### src/rtl/braille_pkg.sv
`default_nettype none
// ============================================================================
// Module      : braille_pkg
// Description : Shared types and constants for the Braille trainer cell-code
//               send path (FSM state encoding, cell width, debounce defaults).
// Revision    : 1.0 - initial release
// ============================================================================
package braille_pkg;

    // Width of one Braille cell code on the switch bank.
    localparam int CELL_W = 4;

    // Debounce lengths: short for simulation, ~10 ms at 50 MHz on the board.
    localparam int DEBOUNCE_CYCLES_SIM   = 4;
    localparam int DEBOUNCE_CYCLES_BOARD = 500000;

    // Send FSM states.
    typedef enum logic [1:0] {
        IDLE         = 2'd0,
        DEBOUNCE     = 2'd1,
        SEND         = 2'd2,
        WAIT_RELEASE = 2'd3
    } state_t;

endpackage : braille_pkg
`default_nettype wire

### src/rtl/sync_2ff.sv
`default_nettype none
// ============================================================================
// Module      : sync_2ff
// Description : Single-bit two-flop synchronizer for asynchronous inputs,
//               synchronous active-high reset to 0.
// Revision    : 1.0 - initial release
// ============================================================================
module sync_2ff (
    input  logic clk,
    input  logic rst,
    input  logic i_async,
    output logic o_sync
);

    logic r_meta;
    logic r_sync;

    // Two back-to-back flops give the first stage a full cycle to resolve.
    always_ff @(posedge clk) begin
        if (rst) begin
            r_meta <= 1'b0;
            r_sync <= 1'b0;
        end else begin
            r_meta <= i_async;
            r_sync <= r_meta;
        end
    end

    assign o_sync = r_sync;

endmodule : sync_2ff
`default_nettype wire

### src/rtl/braille_cell_sender.sv
`default_nettype none
// ============================================================================
// Module      : braille_cell_sender
// Description : Turns the switch cell code plus a bouncy send button into a
//               one-cycle Valid strobe with a stable Data word. One send per
//               press; a held button never repeats.
// Revision    : 1.0 - initial release
// ============================================================================
module braille_cell_sender
    import braille_pkg::*;
#(
    parameter int DATA_W          = CELL_W,
    parameter int DEBOUNCE_CYCLES = DEBOUNCE_CYCLES_SIM,
    parameter int CNT_W           = 8
) (
    input  logic              Clk,
    input  logic              Rst,
    input  logic [DATA_W-1:0] Sw,
    input  logic              Btn,
    output logic [DATA_W-1:0] Data,
    output logic              Valid,
    output logic              Busy,
    output logic [CNT_W-1:0]  SendCount
);

    // Debounce counter only has to reach DEBOUNCE_CYCLES.
    localparam int DB_W = $clog2(DEBOUNCE_CYCLES + 1);
    localparam logic [DB_W-1:0] c_DB_MAX = DB_W'(DEBOUNCE_CYCLES);

    state_t              r_state;
    logic [DB_W-1:0]     r_db_cnt;
    logic [DATA_W-1:0]   r_data;
    logic                r_valid;
    logic [CNT_W-1:0]    r_send_cnt;
    logic                w_btn_s;

    sync_2ff u_btn_sync (
        .clk     (Clk),
        .rst     (Rst),
        .i_async (Btn),
        .o_sync  (w_btn_s)
    );

    // Press/release debounce FSM; Data, Valid and SendCount all move on the capture edge.
    always_ff @(posedge Clk) begin
        if (Rst) begin
            r_state    <= IDLE;
            r_db_cnt   <= '0;
            r_data     <= '0;
            r_valid    <= 1'b0;
            r_send_cnt <= '0;
        end else begin
            r_valid <= 1'b0;
            unique case (r_state)
                IDLE: begin
                    if (w_btn_s) begin
                        r_state  <= DEBOUNCE;
                        r_db_cnt <= DB_W'(1);
                    end else begin
                        r_db_cnt <= '0;
                    end
                end
                DEBOUNCE: begin
                    if (!w_btn_s) begin
                        // Glitch shorter than the debounce window: drop it.
                        r_state  <= IDLE;
                        r_db_cnt <= '0;
                    end else if (r_db_cnt == c_DB_MAX) begin
                        r_state    <= SEND;
                        r_data     <= Sw;
                        r_valid    <= 1'b1;
                        r_send_cnt <= r_send_cnt + 1'b1;
                        r_db_cnt   <= '0;
                    end else begin
                        r_db_cnt <= r_db_cnt + 1'b1;
                    end
                end
                SEND: begin
                    r_state  <= WAIT_RELEASE;
                    r_db_cnt <= '0;
                end
                WAIT_RELEASE: begin
                    if (w_btn_s) begin
                        // Still held or bouncing: restart the release window.
                        r_db_cnt <= '0;
                    end else if (r_db_cnt == c_DB_MAX) begin
                        r_state  <= IDLE;
                        r_db_cnt <= '0;
                    end else begin
                        r_db_cnt <= r_db_cnt + 1'b1;
                    end
                end
                default: begin
                    r_state  <= IDLE;
                    r_db_cnt <= '0;
                end
            endcase
        end
    end

    assign Data      = r_data;
    assign Valid     = r_valid;
    assign Busy      = (r_state != IDLE);
    assign SendCount = r_send_cnt;

endmodule : braille_cell_sender
`default_nettype wire
### config.mk
export PLATFORM = sky130hd
export DESIGN_NAME = braille_cell_sender
export DESIGN_NICKNAME = d
export VERILOG_FILES = /design/src/rtl/braille_pkg.sv /design/src/rtl/sync_2ff.sv /design/src/rtl/braille_cell_sender.sv
export SDC_FILE = /design/constraint.sdc
export NUM_CORES = 1
export LEC_CHECK = 0
export CORE_AREA = 4 4 63 48
export CTS_BUF_LIST = sky130_fd_sc_hd__clkbuf_4 sky130_fd_sc_hd__clkbuf_8 sky130_fd_sc_hd__clkbuf_16
export DETAILED_ROUTE_END_ITERATION = 10
export DIE_AREA = 0 0 67 52
export SYNTH_ARGS = -nofsm -noshare
export SYNTH_HDL_FRONTEND = slang
export SYNTH_SLANG_ARGS = --single-unit
### constraint.sdc
create_clock -name Clk -period 5.1 [get_ports Clk]
set_clock_uncertainty 0.15 [all_clocks]
set_input_delay 0.51 -clock Clk [delete_from_list [all_inputs] [get_ports Clk]]
set_output_delay 0.51 -clock Clk [all_outputs]
set_load 0.005 [all_outputs]
==> run_results.csv <==
group,metric,value,unit
status,status,"finished, final reports clean",
drt,ant_nets,0,
power_and_ir_drop,p_sw,58.2,uW
clock_network,cts_setup_buffers,0,
global_routing,grt_pass1_vias,717,
job,drv_cap,0,
logic_synthesis,synth_cell_types,29,
layout,syn_to_final_growth,30.3,%
setup_path,path_max_fanout,7,
setup_path,required,4.44,ns
clock_network,cts_buffers,3,
clock_network,htreeDepth,1,
floorplan,core,2380,sq um
logic_synthesis,yosys_warnings,0,
global_routing,antenna_found_initial,0,
sta,finalHoldViolations,0,
setup_path,r2r_slack,3.11,ns
sta,whs,0.313,ns
sta,max_slew_margin,49.4,%
floorplan,dieArea,3480,sq um
drt,wl_per_cell,12.4,um
global_routing,grt_pass1_wl,3100,um
drt,first_pass_iters,4,
layout,final_layout_size_suffix_gt1_share,6.03,%
drt,via_per_inst,5.21,
floorplan,die_y,52,um
sta,drv_slew,0,
power_and_ir_drop,clkPwrFrac,43.5,%
sta,fin_setup_tns,0,ns
clock_network,cts-root-buf,"clkbuf_4",
placement,io_buffers,20,
layout,nets,127,
worst_hold_path,hold_end,"u_btn_sync.o_sync",
power_and_ir_drop,max-vdd-ir-drop,0.000152,V
drt,drc,0,
clock_network,post_cts_resized,0,
worst_hold_path,hold_depth,1,
clock_network,cts_buffer_depth,2,
setup_path,arrival,1.45,ns
logic_synthesis,synthesis.nets,108,
power_and_ir_drop,combPwrFrac,3.9,%
global_routing,grt_max_degree,23,
global_routing,grt_usage,11.6,%
global_routing,gr-total-overflow,0,
setup_path,cp-end-kind,"primary output",
setup_path,startpoint_type,"register",
layout,fill_cells,261,
power_and_ir_drop,p_int,242,uW
placement,place_hpwl,1230,um
sta,setup_viol,0,
floorplan,ios,21,
logic_synthesis,ys_seq_area_share,45.9,%
clock_network,clk_latency,0.30,ns
power_and_ir_drop,powerDensity,265,nW/um^2
logic_synthesis,synth_area_leaders,"dfxtp_1 46%, a21oi_1 8.0%, nand3_1 4.6%",
power_and_ir_drop,leakage,0.364,nW
setup_path,r2r_end,"SendCount[7]",
logic_synthesis,netlist_area,872,sq um
floorplan,initial_core_util,36.6,%
logic_synthesis,ys_async_sr_fraction,0,%
logic_synthesis,synth_ff_type,"dfxtp_1",
setup_path,path_class,"register to primary output",
worst_hold_path,hp-start,"u_btn_sync.r_meta",
clock_network,postCtsHoldBufs,0,
clock_network,path_clk_slew,0.12,ns
power_and_ir_drop,seqPwrFrac,52.6,%
setup_path,r2r_start,"r_db_cnt[0]",
clock_network,cts_tree,"yes",
power_and_ir_drop,switching_share,19.4,%
sta,max_freq,474,MHz
clock_network,clock_sinks,20,
drt,vias,782,
drt,wl,1860,um
floorplan,rows,15,
sta,tightestPinTransition,0.756,ns
logic_synthesis,synth_top_area_share,45.9,%
sta,period_share,41.4,%
power_and_ir_drop,total_power,301,uW
layout,diodes,0,
drt,drt_iter0_markers,22,
sta,rsz0062_at_grt,"false",
logic_synthesis,synth_top_area_cell,"dfxtp_1",
logic_synthesis,avgSynthCellArea,8.90,sq um
placement,gp_congestion,0.769,
logic_synthesis,synth_edf_count,0,
logic_synthesis,ys_ff_latch,20,
floorplan,die_w,67,um
setup_path,rr_worst_depth,5,
logic_synthesis,syn_inst,98,
sta,period_minus_slack,2.11,ns
worst_hold_path,hold_path.class,"register to register",
## routing by layer
| layer | share of wire [%] | vias to the layer above | GRT usage, % |
|---|---|---|---|
| met5 | 0 | - | 0 |
| met4 | 0.54 | 0 | 2.02 |
| met3 | 8.1 | 2 | 5.83 |
| met2 | 41 | 32 | 18.4 |
| met1 | 51 | 354 | 14.3 |
| li1 | - | 394 | - |
## power by group through the flow
stage / clock network (mW) / logic (mW) / registers [mW]
final: 0.131 / 0.0116 / 0.158
after global placement: 0 / 0.0113 / 0.162
after detailed placement: 0 / 0.0116 / 0.162
after floorplan: 0 / 0.00532 / 0.161
after CTS: 0.133 / 0.0117 / 0.158
after global routing: 0.142 / 0.0124 / 0.158
## worst max path at each step
stage	endpoint	startpoint
finish	Busy	register
global placement	SendCount[7]	Rst
floorplan	SendCount[7]	r_db_cnt[0]
detailed placement	SendCount[7]	Rst
global route	Busy	register
CTS	Busy	register
## logic make-up after synthesis
logic type	after synthesis	synth area share, %
buffers and inverters	10	5.31
and+or+nand+nor	36	24.8
xor gates and xnor gates	1	1.00
AOI/OAI and AO/OA	27	17.4
adders and majority gates	3	4.30
DFF	20	45.9
muxes	1	1.29
## area by class of cell
class	instances	area, sq um	share of cell area (%)
Clock buffer	3	22.5	1.98
Clock inverter	1	30.0	2.64
Inverter	4	15.0	1.32
Multi-Input combinational cell	68	425	37.4
Sequential cell	20	400	35.2
Tap cell	34	42.5	3.74
Timing Repair Buffer	20	200	17.6
## placed cells by master, fill, tap and decap left out, drive strengths merged, types with 2 or more instances in the layout
master and count:
dfxtp 20, clkdlybuf4s50 20, nor2 2, o21ai 7
clkbuf 3, nor2b 4, o31ai 5, a21oi 14
nand3 9, ha 3, or4 5, nand2 5
inv 4
## flip-flops by register name, summed over array words and instances, names as in the netlist, named ones only
register	count
Data	4
SendCount	8
r_db_cnt	3
u_btn_sync.o_sync	1
Valid	1
r_state	1
u_btn_sync.r_meta	1
## per-stage QoR
stage,area [sq um],setup WS (ns),cells,util [%]
6_report,1140,2.99,150,47.7
5_1_grt,1140,2.92,150,47.7
4_1_cts,1140,2.98,150,47.7
3_5_place_dp,1080,2.98,146,45.5
3_3_place_gp,1080,3.01,146,45.5
2_1_floorplan,872,3.40,98,-
## synth_stat cells (2+ instances only)
cell	count
a21oi_1	14
or4_1	5
nor2b_1	4
inv_1	4
clkbuf_1	4
o31ai_1	5
nand3_1	8
ha_1	3
o21ai_0	7
nand2_1	5
dfxtp_1	20
nor2_1	2
## worst max-delay path, stage by stage (launching register included)
cell             delay [ns]
dfxtp_1                0.38
or2_2                  0.32
clkdlybuf4s50_1        0.45
No activity file was read; power rests on OpenSTA's default activity.
